### src/rtl/frame_addr_pkg.sv
// Shared types and width helpers for the frame address generator.
// Pure package: no logic, no latency, no flow control.
// Imported by frame_addr_gen and its delay-line sub-module.
package frame_addr_pkg;

    typedef enum logic {
        IDLE = 1'b0,
        RUN  = 1'b1
    } state_t;

    // Counter width for a range of n values; never narrower than one bit.
    function automatic int cnt_w(input int n);
        return (n <= 1) ? 1 : $clog2(n);
    endfunction

    function automatic longint total_pix(input int h, input int v, input int p);
        return longint'(h) * longint'(v) * longint'(p);
    endfunction

endpackage

### src/rtl/frame_addr_gen_lat_pipe.sv
// lat_pipe: WIDTH-bit shift register, DEPTH stages deep.
// Latency: dout follows din exactly DEPTH cycles later.
// No backpressure: shifts every cycle; clr empties all stages synchronously.
module lat_pipe #(
    parameter int WIDTH = 1,
    parameter int DEPTH = 2
) (
    input  logic             clk,
    input  logic             reset,
    input  logic             clr,
    input  logic [WIDTH-1:0] din,
    output logic [WIDTH-1:0] dout
);

    logic [DEPTH-1:0][WIDTH-1:0] stage_q;

    always_ff @(posedge clk) begin
        if (reset || clr) begin
            stage_q <= '0;
        end else begin
            stage_q[0] <= din;
            for (int i = 1; i < DEPTH; i++) begin
                stage_q[i] <= stage_q[i-1];
            end
        end
    end

    assign dout = stage_q[DEPTH-1];

endmodule

### src/rtl/frame_addr_gen.sv
// frame_addr_gen: plane/row-major BRAM read-address sweep with line/frame markers; FRAME_CNT_EN adds a completed-frame counter.
// Latency: addr_valid/line_end/frame_end combinational from state; rd_* strobes trail them by RD_LAT cycles.
// Backpressure: advance=0 holds all counters for any length of time; the rd_* delay line keeps shifting.
module frame_addr_gen
    import frame_addr_pkg::*;
#(
    parameter int H_PIX  = 256,
    parameter int V_PIX  = 256,
    parameter int PLANES = 3,
    parameter int ADDR_W = 18,
    parameter int RD_LAT = 2
) (
    input  logic                        clk,
    input  logic                        reset,
    input  logic                        start,
    input  logic                        continuous,
    input  logic                        abort,
    input  logic                        advance,
    output logic [ADDR_W-1:0]           addr,
    output logic [cnt_w(H_PIX)-1:0]     x,
    output logic [cnt_w(V_PIX)-1:0]     y,
    output logic [cnt_w(PLANES)-1:0]    plane,
    output logic                        addr_valid,
    output logic                        line_end,
    output logic                        frame_end,
    output logic                        busy,
    output logic                        done,
    output logic                        rd_valid,
    output logic                        rd_line_end,
    output logic                        rd_frame_end,
    output logic [15:0]                 frame_cnt
);

    localparam int     X_W   = cnt_w(H_PIX);
    localparam int     Y_W   = cnt_w(V_PIX);
    localparam int     P_W   = cnt_w(PLANES);
    localparam longint TOTAL = total_pix(H_PIX, V_PIX, PLANES);

    if (TOTAL > (longint'(1) << ADDR_W)) begin : g_size_chk
        $error("frame_addr_gen: H_PIX*V_PIX*PLANES does not fit in ADDR_W bits");
    end

    state_t            state_q, state_d;
    logic              mode_q, mode_d;
    logic [ADDR_W-1:0] addr_q, addr_d;
    logic [X_W-1:0]    x_q, x_d;
    logic [Y_W-1:0]    y_q, y_d;
    logic [P_W-1:0]    plane_q, plane_d;
    logic              done_q, done_d;

    logic last_x, last_y, last_addr;

    assign last_x    = (x_q == X_W'(H_PIX - 1));
    assign last_y    = (y_q == Y_W'(V_PIX - 1));
    assign last_addr = (addr_q == ADDR_W'(TOTAL - 1));

    assign addr_valid = (state_q == RUN) && advance;
    assign line_end   = addr_valid && last_x;
    assign frame_end  = addr_valid && last_addr;

    always_comb begin
        state_d = state_q;
        mode_d  = mode_q;
        addr_d  = addr_q;
        x_d     = x_q;
        y_d     = y_q;
        plane_d = plane_q;
        done_d  = 1'b0;

        case (state_q)
            IDLE: begin
                if (start) begin
                    state_d = RUN;
                    mode_d  = continuous;
                    addr_d  = '0;
                    x_d     = '0;
                    y_d     = '0;
                    plane_d = '0;
                end
            end
            RUN: begin
                if (advance) begin
                    if (last_addr) begin
                        // Wrap straight back to pixel 0; one-shot also drops to IDLE.
                        addr_d  = '0;
                        x_d     = '0;
                        y_d     = '0;
                        plane_d = '0;
                        if (!mode_q) begin
                            state_d = IDLE;
                            done_d  = 1'b1;
                        end
                    end else begin
                        addr_d = addr_q + ADDR_W'(1);
                        if (last_x) begin
                            x_d = '0;
                            if (last_y) begin
                                y_d     = '0;
                                plane_d = plane_q + P_W'(1);
                            end else begin
                                y_d = y_q + Y_W'(1);
                            end
                        end else begin
                            x_d = x_q + X_W'(1);
                        end
                    end
                end
            end
            default: state_d = IDLE;
        endcase

        // Abort overrides start and advance, and never raises done.
        if (abort) begin
            state_d = IDLE;
            addr_d  = '0;
            x_d     = '0;
            y_d     = '0;
            plane_d = '0;
            done_d  = 1'b0;
        end
    end

    always_ff @(posedge clk) begin
        if (reset) begin
            state_q <= IDLE;
            mode_q  <= 1'b0;
            addr_q  <= '0;
            x_q     <= '0;
            y_q     <= '0;
            plane_q <= '0;
            done_q  <= 1'b0;
        end else begin
            state_q <= state_d;
            mode_q  <= mode_d;
            addr_q  <= addr_d;
            x_q     <= x_d;
            y_q     <= y_d;
            plane_q <= plane_d;
            done_q  <= done_d;
        end
    end

    assign addr  = addr_q;
    assign x     = x_q;
    assign y     = y_q;
    assign plane = plane_q;
    assign busy  = (state_q == RUN);
    assign done  = done_q;

    // Strobes ride one shared delay line so they stay aligned with BRAM dout.
    lat_pipe #(
        .WIDTH (3),
        .DEPTH (RD_LAT)
    ) u_lat_pipe (
        .clk   (clk),
        .reset (reset),
        .clr   (abort),
        .din   ({frame_end, line_end, addr_valid}),
        .dout  ({rd_frame_end, rd_line_end, rd_valid})
    );

`ifdef FRAME_CNT_EN
    logic [15:0] frame_cnt_q;

    always_ff @(posedge clk) begin
        if (reset) begin
            frame_cnt_q <= '0;
        end else if (frame_end) begin
            frame_cnt_q <= frame_cnt_q + 16'd1;
        end
    end

    assign frame_cnt = frame_cnt_q;
`else
    assign frame_cnt = 16'd0;
`endif

endmodule
### config.mk
export PLATFORM = sky130hd
export DESIGN_NAME = frame_addr_gen
export DESIGN_NICKNAME = d
export VERILOG_FILES = /design/src/rtl/frame_addr_pkg.sv /design/src/rtl/frame_addr_gen_lat_pipe.sv /design/src/rtl/frame_addr_gen.sv
export SDC_FILE = /design/constraint.sdc
export NUM_CORES = 1
export LEC_CHECK = 0
export ABC_AREA = 0
export CAP_MARGIN = 30
export CORE_UTILIZATION = 67
export CTS_CLUSTER_DIAMETER = 120
export DETAILED_ROUTE_END_ITERATION = 8
export DONT_BUFFER_PORTS = 1
export GPL_TIMING_DRIVEN = 0
export MAX_ROUTING_LAYER = met4
export PLACE_DENSITY_LB_ADDON = 0.05
export REMOVE_ABC_BUFFERS = 1
export SLEW_MARGIN = 20
export SYNTH_ARGS = -nofsm -noshare
export SYNTH_HDL_FRONTEND = slang
export SYNTH_SLANG_ARGS = --single-unit
### constraint.sdc
create_clock -name clk -period 4.35 [get_ports clk]
set_input_delay 0.6525 -clock clk [delete_from_list [all_inputs] [get_ports clk]]
set_output_delay 0.6525 -clock clk [all_outputs]
set_load 0.02 [all_outputs]
**Word-level counts from Yosys, hierarchy flattened**

Index checks and enable logic that the tools add are counted.
Widths: inputs -> output; s select.

- Flip-flop bits (word level): 45
- Bits of input ports: 6
- Output and inout port bits: 60
- Logic and storage cells: 59

- $add $sub $neg: 4
- Equality and inequality tests: 7
- Multiplexer cells: 26
- Bitwise operators: 3
- Reduce and logical (&&, ||, !) cells: 10

Operators with widths:

| operator | number |
|---|---|
| $mux 8 | 8 |
| $mux 18 | 3 |
| $pmux 18 s2 | 1 |
| $pmux 8 s2 | 2 |
| $add 18x1->18 const B | 1 |
| $eq 18x18->1 const B | 1 |
| $add 8x1->8 const B | 2 |
| $eq 8x8->1 const B | 2 |
| $mux 2 | 5 |
| $ne 3x1->1 const B | 2 |
| $mux 1 | 5 |
| $reduce_or 5->1 | 1 |
| $ne 2x2->1 const B | 2 |
| $pmux 2 s2 | 1 |
| $reduce_and 2->1 | 2 |
| $reduce_and 4->1 | 1 |
| $logic_and 1x1->1 | 3 |
| $not 1->1 | 3 |
| $reduce_and 3->1 | 1 |
| $add 2x1->2 const B | 1 |
| $pmux 1 s2 | 1 |
| $reduce_or 2->1 | 1 |
| $logic_or 1x1->1 | 1 |

**Logic depth before layout (Yosys ltp)**

- Word-level depth: 6
- Mapped depth: 9
- Mapped depth without buffers: 7

**By module**

A second synthesis with hierarchy kept.

- Cell total of the unflattened synthesis: 282
- Area, all modules: 2293.4 sq um

Modules (own cells, without submodules):

| module | instances | cells an instance | area each (sq um) | seq. area each (sq um) |
|---|---|---|---|---|
| frame_addr_gen | 1 | 267 | 2105.8 | 780.7 |
| lat_pipe | 1 | 15 | 187.7 | 120.1 |

**Least setup slack after synthesis**

Ideal clock, no wire load.

- Kind: register to output
- Start point: reg addr_q[4] (netlist: addr[4])
- End point: out frame_end
- Data arrival time: 1.706 ns
- Data required time: 3.697 ns
- Setup slack: 1.991 ns
- Stages on the path, launching flop included: 7
- Path buffers: 2
- Cells stage by stage: dfxtp_1 -> buf_4 -> and4_1 -> nand3_2 -> or3_1 -> buf_6 -> nor2_1

- Longest elaborated chain between the ends: 2

Ends and longest elaborated chain:

| element | line | source |
|---|---|---|
| from (decl) | frame_addr_gen.sv:45 | `logic [ADDR_W-1:0] addr_q, addr_d;` |
| from (signal assigned) | frame_addr_gen.sv:135 | `addr_q <= addr_d;` |
| $eq 18x18->1 | frame_addr_gen.sv:55 | `assign last_addr = (addr_q == ADDR_W'(TOTAL - 1));` |
| $logic_and 1x1->1 | frame_addr_gen.sv:59 | `assign frame_end = addr_valid && last_addr;` |
| to (decl) | frame_addr_gen.sv:25 | `output logic frame_end,` |

No other way between the ends.

**Worst setup path after layout**

- Start point: reg addr_q[0] (netlist: addr[0])
- End point: out frame_end

Same word-level chain as after synthesis.

==> reports/metrics.yaml <==
route:
  detail-route-antenna-nets: 0
  via_per_inst: 5.952
  totalWireLength_mm: 4.546
  wl_per_cell_um: 15.52
  drc: 0
  vias: 1744
  drt_iter0_drc: 115
  first_pass_iters: 4
sta:
  skew_ns: 0.006208
  fin_crit_ns: 2.989
  tns_ns: 0
  slew_headroom_pct: 42.06
  fin_hold_ws_ns: 0.3471
  tightest_slew_ns: 0.8522
  max_freq_mhz: 334.6
  final.period_utilization_pct: 68.71
  slew_viol_final: 0
  hold_viol_final: 0
  setup_viol_count_final: 0
  rsz0062_at_grt: "false"
logic_synthesis:
  synth_seq_cells: 45
  synth-seq-area-share_pct: 41.62
  synthArstFlopShare_pct: 0
  synth_edf_count: 0
  synthesis.area_um2: 2165
  synth_cells: 251
  synth_warnings: 0
  synth_cell_type_count: 43
  synth.avg_cell_area_um2: 8.624
  synth-main-ff-cell: "dfxtp_1"
cells_and_area:
  final_cell_mix: "45 x dfxtp_1, 42 x nor2_1, 18 x nand2_1"
  drive_above_1_share_pct: 6.827
  instances_no_fill: 293
  antennaDiodeCount: 0
  final_common_cell: "dfxtp_1"
  fillers: 269
  area_growth_pct: 0.05793
  num-nets-final: 258
hold_path:
  hold_depth: 1
  hp-start: "reset"
  hold-path-endpoint: "mode_q$_SDFFE_PP0P_"
  hp-class: "primary input to flop"
cts:
  clk_path_buf_depth: 2
  post_cts_buffers: 0
  cts_hold_buffers: 0
  cts.sinks: 45
  clk_pin_slew_worst_paths_ns: 0.12
  cts_buffers: 5
  cts_root_buf: "clkbuf_4"
  htreeDepth: 2
  clk_latency_ns: 0.35
  cts_resized: 0
  cts_tree: "yes"
status:
  status: "finished, final reports clean"
pwr:
  design_power_total_w: 0.0006633
  p_leak_nw: 0.7520
  powerDensity_nw_per_um2: 306.3
  peakVddDrop_uv: 164.4
global_routing:
  grt_pass1_wl_mm: 7.272
  antenna_found_initial: 0
  grt_overflow: 0
  track_usage_pct: 28.90
  grt_pass1_vias: 1671
  grt_max_degree: 15
critical_path:
  cp_cell_sequence: "ha_1 > and3_1 > nand2_1 > or3_1 > nor2_1"
  end_kind: "primary output"
  cp_max_fo: 8
  required_ns: 3.70
  arrival_ns: 2.34
  crit_buf_inv: 0
  r2r_end: "x[3]$_SDFFE_PP0P_"
  r2r_cells: 5
  max_stage_delay_ns: 0.55
  critPathSlowestCell: "dfxtp_1"
  critPathKind: "flop to primary output"
  reg2reg_from: "busy$_SDFF_PP0_"
  r2r_slack_ns: 1.83
  cp_top_family: "simple AND/OR/NAND/NOR gates"
  start_kind: "flop"
job:
  maxCapViolCount: 0
placement:
  port_buffers: 0
  dp_cells: 286
  place.gp.congestion: 0.8760
  dp_hpwl_mm: 3.317
floorplan:
  core-area_um2: 3053
  die_h_um: 58.84
  num_io_pins: 66
  initial_core_util_pct: 70.90
  die-width_um: 58.84
  row_count: 20
  die_area_um2: 3462
-- state kept, by name, indices dropped and copies added (netlist names) --
register            cells
u_lat_pipe.dout         3
u_lat_pipe.stage_q      3
done                    1
plane                   2
x                       8
mode_q                  1
busy                    1
addr                   18
y                       8
-- logic make-up (layout without fill, tap and decap cells) --
logic type               Yosys count  after routing  share of synthesized area, %
adder cells (fa/ha/maj)            3              3                         1.734
XOR/XNOR                          22             22                         8.902
other                              1             16                        0.1732
AO/OA/AOI/OAI                     35             35                         10.98
AND/OR/NAND/NOR                  114            114                         26.36
multiplexers                       4              4                         1.908
flip-flops                        45             45                         41.62
buffers and inverters             27             10                         8.323
-- layer usage --
metal | part of all wire [%] | global-route usage, % | vias up
li1 | - | - | 839
met3 | 7.4 | 9.670 | 7
met1 | 41 | 30.62 | 817
met4 | 1.3 | 14.29 | 0
met5 | 0 | - | -
met2 | 51 | 48.05 | 81
-- worst max-delay path by stage --
stage                         startpoint                end  slack [ns]  cells past startpoint
detailed placement  addr[0]$_SDFFE_PP0P_          frame_end        1.79                      5
finish              addr[0]$_SDFFE_PP0P_          frame_end        1.36                      5
CTS                 addr[0]$_SDFFE_PP0P_          frame_end        1.37                      5
global route        addr[0]$_SDFFE_PP0P_          frame_end        1.24                      5
global placement         busy$_SDFF_PP0_  x[0]$_SDFFE_PP0P_        1.71                      5
floorplan           addr[4]$_SDFFE_PP0P_          frame_end        2.00                      4
-- Yosys cell counts (all sizes together), types with 3 or more instances --
cell | number | area, um2
a21oi | 10 | 53.80
a22oi | 4 | 30.03
and2 | 6 | 40.04
and3 | 8 | 55.05
and4 | 4 | 35.03
buf | 20 | 153.9
clkbuf | 4 | 15.01
dfxtp | 45 | 900.9
ha | 3 | 37.54
inv | 3 | 11.26
mux2i | 3 | 30.03
nand2 | 18 | 67.56
nand3 | 14 | 75.07
nand4 | 10 | 62.56
nor2 | 42 | 157.7
nor3 | 5 | 25.02
o21ai | 8 | 51.30
xnor2 | 9 | 78.83
xor2 | 13 | 113.9
-- power by group --
part           leakage, nW  switching, W   total, W  internal (W)
Clock               0.0314      0.000128   0.000205     0.0000765
Sequential           0.363    0.00000412   0.000418      0.000414
Combinational        0.358     0.0000328  0.0000405    0.00000774
Total                0.752      0.000165   0.000663      0.000498
-- through the flow --
step	utilization, %	setup WS [ns]	instance area (um2)
CTS	70.94	1.372	2166
finish	70.94	1.361	2166
global route	70.94	1.240	2166
global placement	69.02	1.711	2107
detailed placement	69.14	1.790	2111
floorplan	-	2.005	2052
-- cell type report --
| class | count | area (um2) | area share [%] |
|---|---|---|---|
| Tap cell | 44 | 55.05 | 2.542 |
| Inverter | 3 | 11.26 | 0.5199 |
| Multi-Input combinational cell | 194 | 1144 | 52.80 |
| Sequential cell | 45 | 900.9 | 41.59 |
| Clock buffer | 7 | 55.05 | 2.542 |
(Power assumes the default switching activity.)
